==> config.mk <==
export PLATFORM = sky130hd
export DESIGN_NAME = fifo_ring
export DESIGN_NICKNAME = d
export VERILOG_FILES = /design/src/rtl/fifo_pkg.sv /design/src/rtl/fifo_ram.sv /design/src/rtl/fifo_ring.sv
export SDC_FILE = /design/constraint.sdc
export NUM_CORES = 1
export LEC_CHECK = 0
export CAP_MARGIN = 20
export CELL_PAD_IN_SITES_DETAIL_PLACEMENT = 0
export CELL_PAD_IN_SITES_GLOBAL_PLACEMENT = 2
export CORE_ASPECT_RATIO = 1.75
export CORE_MARGIN = 2
export CORE_UTILIZATION = 44
export CTS_CLUSTER_DIAMETER = 40
export DETAILED_ROUTE_END_ITERATION = 10
export GPL_TIMING_DRIVEN = 1
export HOLD_SLACK_MARGIN = 0.06
export PLACE_DENSITY_LB_ADDON = 0.1
export RECOVER_POWER = 100
export SLEW_MARGIN = 20
export SYNTH_ARGS = -nofsm -noshare
export SYNTH_HDL_FRONTEND = slang
export SYNTH_HIERARCHICAL = 1
export SYNTH_SLANG_ARGS = --single-unit
==> constraint.sdc <==
create_clock -name i_clk -period 4.1 [get_ports i_clk]
set_clock_uncertainty 0.1 [all_clocks]
set_input_delay 0.41 -clock i_clk [delete_from_list [all_inputs] [get_ports i_clk]]
set_output_delay 0.41 -clock i_clk [all_outputs]
set_load 0.03 [all_outputs]
==> src/rtl/fifo_pkg.sv <==
// Shared constants and width helpers for the circular-buffer FIFO.
package fifo_pkg;

   localparam int DEF_FIFO_DEPTH = 8;
   localparam int DEF_DATA_WIDTH = 8;

   // Pointer width: pointers index the array and wrap naturally.
   function automatic int PTR_W(input int depth);
      return $clog2(depth);
   endfunction

   // Occupancy counter needs one extra bit to represent "full".
   function automatic int CNT_W(input int depth);
      return PTR_W(depth) + 1;
   endfunction

endpackage : fifo_pkg

==> src/rtl/fifo_ram.sv <==
// Simple dual-port storage array: synchronous write, registered read with
// read enable. The array itself is never reset; only the read register is.
module fifo_ram
   import fifo_pkg::*;
#(
   parameter int DEPTH = DEF_FIFO_DEPTH,
   parameter int WIDTH = DEF_DATA_WIDTH,
   localparam int AW   = PTR_W(DEPTH)
) (
   input  logic             i_clk,
   input  logic             i_reset,
   input  logic             i_we,
   input  logic [AW-1:0]    i_waddr,
   input  logic [WIDTH-1:0] i_wdata,
   input  logic             i_re,
   input  logic [AW-1:0]    i_raddr,
   output logic [WIDTH-1:0] o_rdata
);

   logic [WIDTH-1:0] r_mem [DEPTH];
   logic [WIDTH-1:0] r_rdata;

   // Write port: store the word at the write address.
   always_ff @(posedge i_clk) begin
      if (i_we) begin
         r_mem[i_waddr] <= i_wdata;
      end
   end

   // Read port: register the addressed word; hold it when not reading.
   always_ff @(posedge i_clk) begin
      if (i_reset) begin
         r_rdata <= '0;
      end else if (i_re) begin
         r_rdata <= r_mem[i_raddr];
      end
   end

   assign o_rdata = r_rdata;

endmodule : fifo_ram

==> src/rtl/fifo_ring.sv <==
// Circular-buffer FIFO: pointer/count bookkeeping, level flags, flush and
// sticky error flags around a dual-port array.
module fifo_ring
   import fifo_pkg::*;
#(
   parameter int FIFO_DEPTH = DEF_FIFO_DEPTH,
   parameter int DATA_WIDTH = DEF_DATA_WIDTH,
   parameter int AF_LEVEL   = FIFO_DEPTH - 1,
   parameter int AE_LEVEL   = 1,
   localparam int PW        = PTR_W(FIFO_DEPTH),
   localparam int CW        = CNT_W(FIFO_DEPTH)
) (
   input  logic                  i_clk,
   input  logic                  i_reset,
   input  logic                  i_flush,
   input  logic                  i_wr_en,
   input  logic [DATA_WIDTH-1:0] i_wr_data,
   output logic                  o_wr_ready,
   input  logic                  i_rd_en,
   output logic [DATA_WIDTH-1:0] o_rd_data,
   output logic                  o_rd_val,
   output logic [CW-1:0]         o_count,
   output logic                  o_almost_full,
   output logic                  o_almost_empty,
   output logic                  o_overflow,
   output logic                  o_underflow
);

   localparam logic [CW-1:0] DEPTH_C = CW'(FIFO_DEPTH);
   localparam logic [CW-1:0] AF_C    = CW'(AF_LEVEL);
   localparam logic [CW-1:0] AE_C    = CW'(AE_LEVEL);

   logic [PW-1:0] r_wr_ptr;
   logic [PW-1:0] r_rd_ptr;
   logic [CW-1:0] r_count;
   logic          r_rd_val;
   logic          r_overflow;
   logic          r_underflow;

   logic          w_normal;
   logic          w_empty;
   logic          w_full;
   logic          w_rd_acc;
   logic          w_wr_acc;

   // Handshake decode; flush and reset suppress all accesses.
   always_comb begin
      w_normal = !i_reset && !i_flush;
      w_empty  = (r_count == '0);
      w_full   = (r_count == DEPTH_C);
      w_rd_acc = w_normal && i_rd_en && !w_empty;
      // A full FIFO still takes a write when a read frees a slot this cycle.
      w_wr_acc = w_normal && i_wr_en && (!w_full || w_rd_acc);
   end

   // Pointers, occupancy, read-valid qualifier and sticky error flags.
   always_ff @(posedge i_clk) begin
      if (i_reset) begin
         r_wr_ptr    <= '0;
         r_rd_ptr    <= '0;
         r_count     <= '0;
         r_rd_val    <= 1'b0;
         r_overflow  <= 1'b0;
         r_underflow <= 1'b0;
      end else if (i_flush) begin
         r_wr_ptr <= '0;
         r_rd_ptr <= '0;
         r_count  <= '0;
         r_rd_val <= 1'b0;
      end else begin
         if (w_wr_acc) begin
            r_wr_ptr <= r_wr_ptr + PW'(1);
         end
         if (w_rd_acc) begin
            r_rd_ptr <= r_rd_ptr + PW'(1);
         end
         if (w_wr_acc && !w_rd_acc) begin
            r_count <= r_count + CW'(1);
         end else if (w_rd_acc && !w_wr_acc) begin
            r_count <= r_count - CW'(1);
         end
         r_rd_val <= w_rd_acc;
         if (i_wr_en && !w_wr_acc) begin
            r_overflow <= 1'b1;
         end
         if (i_rd_en && w_empty) begin
            r_underflow <= 1'b1;
         end
      end
   end

   fifo_ram #(
      .DEPTH (FIFO_DEPTH),
      .WIDTH (DATA_WIDTH)
   ) u_ram (
      .i_clk   (i_clk),
      .i_reset (i_reset),
      .i_we    (w_wr_acc),
      .i_waddr (r_wr_ptr),
      .i_wdata (i_wr_data),
      .i_re    (w_rd_acc),
      .i_raddr (r_rd_ptr),
      .o_rdata (o_rd_data)
   );

   // Level flags depend on the stored count only, never on this cycle's requests.
   always_comb begin
      o_wr_ready     = (r_count < DEPTH_C);
      o_almost_full  = (r_count >= AF_C);
      o_almost_empty = (r_count <= AE_C);
   end

   assign o_count     = r_count;
   assign o_rd_val    = r_rd_val;
   assign o_overflow  = r_overflow;
   assign o_underflow = r_underflow;

endmodule : fifo_ring

==> impl_results.rst <==
.. list-table::
   :header-rows: 1

   * - Metric
     - Value
   * - Commonest non-fill, non-tap cells in the layout
     - 64 x sky130_fd_sc_hd__edfxtp_1, 27 x sky130_fd_sc_hd__dlygate4sd3_1, 21 x sky130_fd_sc_hd__nor2_1
   * - Period minus WS final
     - 2.90 ns
   * - Sum of negative setup slack
     - 0 ns
   * - Peak Freq
     - between 300 and 400 MHz
   * - Status
     - finished clean
   * - Number of synthesized flops with an enable pin
     - 64
   * - TritonCTS buffer count
     - 9
   * - Netlist area before placement
     - 3510 um2
   * - First-pass GRT wire length
     - 11600 um
   * - Path class of the lowest-slack min-delay path
     - register to register
   * - IR drop worst, VDD
     - 0.250 mV
   * - Wire per inst
     - 20.5 um
   * - Antenna diode count
     - 0
   * - Area of the placeable core
     - 7860 um2
   * - Initial antenna violation count
     - 0
   * - Count of warnings emitted by yosys
     - 6
   * - Global Route met3 Usage
     - 4.30%
   * - Power Dens Cells
     - 433 nW/um2
   * - Number of gates resized after cts
     - 0
   * - TritonCTS clock tree
     - done
   * - Maximum capacitance violations
     - 0
   * - Syn_nets
     - 262
   * - Number of global-route vias before repair
     - 2088
   * - Clock-pin slew reported for the worst setup and hold paths after clock tree synthesis
     - approximately 0.06 ns
   * - Hold Fails Final Rpt
     - 0
   * - Biggest area consumer among synthesized cells
     - sky130_fd_sc_hd__edfxtp_1
   * - CP Data Arrival Time
     - 2.77 ns
   * - Post-detailed-route count of antenna-violating nets
     - 0
   * - Count of hold-fix buffers inserted at cts
     - 0
   * - Cell count after synthesis
     - 242
   * - Placer Congestion
     - about 0.74
   * - Half-perimeter wire length after placement
     - 5760 um
   * - Worst Setup Start Kind
     - primary input
   * - Effective utilization at floorplan
     - approximately 45%
   * - GR Util met1
     - between 10% and 20%
   * - LEAKAGE
     - 1.41 nW
   * - Post-route worst hold slack
     - 0.379 ns
   * - Maximum root-to-sink buffer count
     - 2
   * - Top-Level Pins
     - 31
   * - #FFs+latches synth
     - 85
   * - RSZ-0062 raised after global routing
     - no
   * - Number of buffers inserted by post-CTS setup repair
     - 0
   * - Post-detailed-routing wire length
     - 7600 um
   * - Count of final setup violators
     - 0
   * - Number of remaining DRC errors
     - 0
   * - Number of nets in the finished design
     - 296
   * - Post-synth ARST share
     - 0%
   * - Pre-CTS worst setup slack
     - a little over 0.9 ns
   * - Number of distinct library cells after synthesis
     - 39
   * - Overall track demand over capacity in global routing
     - 19.3%
   * - Type of the setup path with the least slack
     - primary input to register
   * - Share of the yosys chip area belonging to registers
     - 66.7%
   * - Slew at the pin closest to its max-slew limit
     - 0.717 ns
   * - Biggest area contributors in the synthesized netlist
     - sky130_fd_sc_hd__edfxtp_1 55%, sky130_fd_sc_hd__dfxtp_1 12%, sky130_fd_sc_hd__mux2i_1 5.7%, sky130_fd_sc_hd__mux2_2 5.1%, sky130_fd_sc_hd__ha_1 2.5%
   * - Post-route fraction of the period consumed by the critical path
     - between 70% and 80%
   * - Max transition margin
     - 52.0%
   * - Average cell area after synthesis
     - 14.5 um2
   * - Crit path capture type
     - register
   * - Floorplan die area
     - 8740 um2
   * - Share of the core filled with cells
     - between 50 and 60%
   * - Area added between synthesis and finish
     - 18.0%
   * - PortBufs
     - 30
   * - Number of clock sinks
     - between 80 and 90
   * - CP Max Fanout
     - 13
   * - 1st-iter DRT viols
     - 116
   * - Global-route met2 utilization
     - 37.9%
   * - CP Data Required Time
     - 3.97 ns
   * - Most instantiated flip-flop cell in the synthesis netlist
     - sky130_fd_sc_hd__edfxtp_1
   * - # rows
     - 43
   * - Share of Yosys cell area claimed by the top area cell type
     - 54.7%
   * - Insertion delay of the later-clocked pin in the worst-skew pair
     - 0.33 ns
   * - Max Transition Viols Final
     - 0
   * - Pwr Total
     - about 0.0018 W
   * - First-pass iteration count of the detailed router
     - 4
   * - Root Buffer
     - sky130_fd_sc_hd__clkbuf_16
   * - Width of the die
     - 71.5 um
   * - Most common library cell in the layout ignoring fill and taps
     - sky130_fd_sc_hd__edfxtp_1
   * - PnR worst setup slack
     - 1.20 ns
   * - Most used routing layer
     - met2
   * - CTS H-tree depth
     - 3
   * - Vias per cell
     - roughly 5.5
   * - Floorplan die height
     - around 120 um
   * - Total via count after detailed routing
     - 2039
   * - Fraction of layout instances using a drive strength above 1
     - around 13%
   * - Congestion Overflow GR
     - 0
   * - Pin count of the biggest net entering global routing
     - 27
final cells by class:
cell class	instances	area [um2]
clock buffer	13	280
clock inverter	3	17.5
fill	669	3710
inverter	8	30.0
multi-input combinational	138	1030
sequential	85	2340
tap	90	113
timing repair buffer	34	323
flip-flops by register name (all words and copies together) (netlist names):
register       count
o_underflow        1
o_overflow         1
u_ram/r_mem       64
u_ram/o_rdata      8
r_wr_ptr           3
o_count            4
o_rd_val           1
r_rd_ptr           3
metrics by stage:
step	cell area, um2	cells
2_1_floorplan	3510	242
6_report	4140	371
4_1_cts	4160	371
3_3_place_gp	3860	355
3_5_place_dp	3860	355
5_1_grt	4140	371
synthesized netlist by cell type, types with 2 or more instances:
master and instances:
sky130_fd_sc_hd__mux2i_1 20, sky130_fd_sc_hd__nor2_1 21, sky130_fd_sc_hd__nor3_1 4, sky130_fd_sc_hd__nand2b_1 4, sky130_fd_sc_hd__a211oi_1 6, sky130_fd_sc_hd__nand2_1 8, sky130_fd_sc_hd__a21oi_1 7, sky130_fd_sc_hd__o22ai_1 7
sky130_fd_sc_hd__or3_1 3, sky130_fd_sc_hd__nor3b_1 2, sky130_fd_sc_hd__buf_1 3, sky130_fd_sc_hd__ha_1 7, sky130_fd_sc_hd__mux2_2 16, sky130_fd_sc_hd__dfxtp_1 21, sky130_fd_sc_hd__or4_1 2, sky130_fd_sc_hd__clkbuf_1 3
sky130_fd_sc_hd__buf_6 2, sky130_fd_sc_hd__inv_1 8, sky130_fd_sc_hd__a211oi_2 2, sky130_fd_sc_hd__buf_12 2, sky130_fd_sc_hd__o21ai_0 5, sky130_fd_sc_hd__nand4_1 3, sky130_fd_sc_hd__edfxtp_1 64, sky130_fd_sc_hd__a221o_1 7
cell families after synthesis:
kind of cell / share of synthesized area [%]
AOI/OAI and AO/OA: 8.05
muxes: 10.8
buffers and inverters: 3.42
adders and majority gates: 2.49
and+or+nand+nor: 7.98
DFF: 66.7
xor gates and xnor gates: 0.499
layer usage:
metal  wire, um  vias to the layer above  share of wire [%]
met4        272                        0                3.6
met1       2600                      976                 34
met3        280                       15                3.7
li1           -                      993                  -
met2       4450                       55                 59
met5          0                        -                  0
path summary, 6_finish.rpt:
kind,startpoint,endpoint,slack [ns],depth (start not counted)
hold reg to reg,o_overflow,o_overflow,0.38,2
setup / recovery,i_reset,u_ram/r_mem[0][2],1.20,6
hold / removal,o_overflow,o_overflow,0.38,2
setup reg to reg,o_count[0],u_ram/r_mem[0][2],1.45,7
worst max-delay path, stage by stage:
cell                            delay [ns]
sky130_fd_sc_hd__dlygate4sd3_1        0.74
sky130_fd_sc_hd__or2_0                0.47
sky130_fd_sc_hd__nor3_1               0.37
sky130_fd_sc_hd__nand2b_1             0.17
sky130_fd_sc_hd__nor3_1               0.18
sky130_fd_sc_hd__clkbuf_1             0.43
power breakdown:
part / switching (W) / internal [W] / total [W]
Clock: 0.000301 / 0.000474 / 0.000775
Combinational: 0.0000492 / 0.0000312 / 0.0000804
Sequential: 0.00000641 / 0.000932 / 0.000939
No activity file was read; power rests on OpenSTA's default activity.
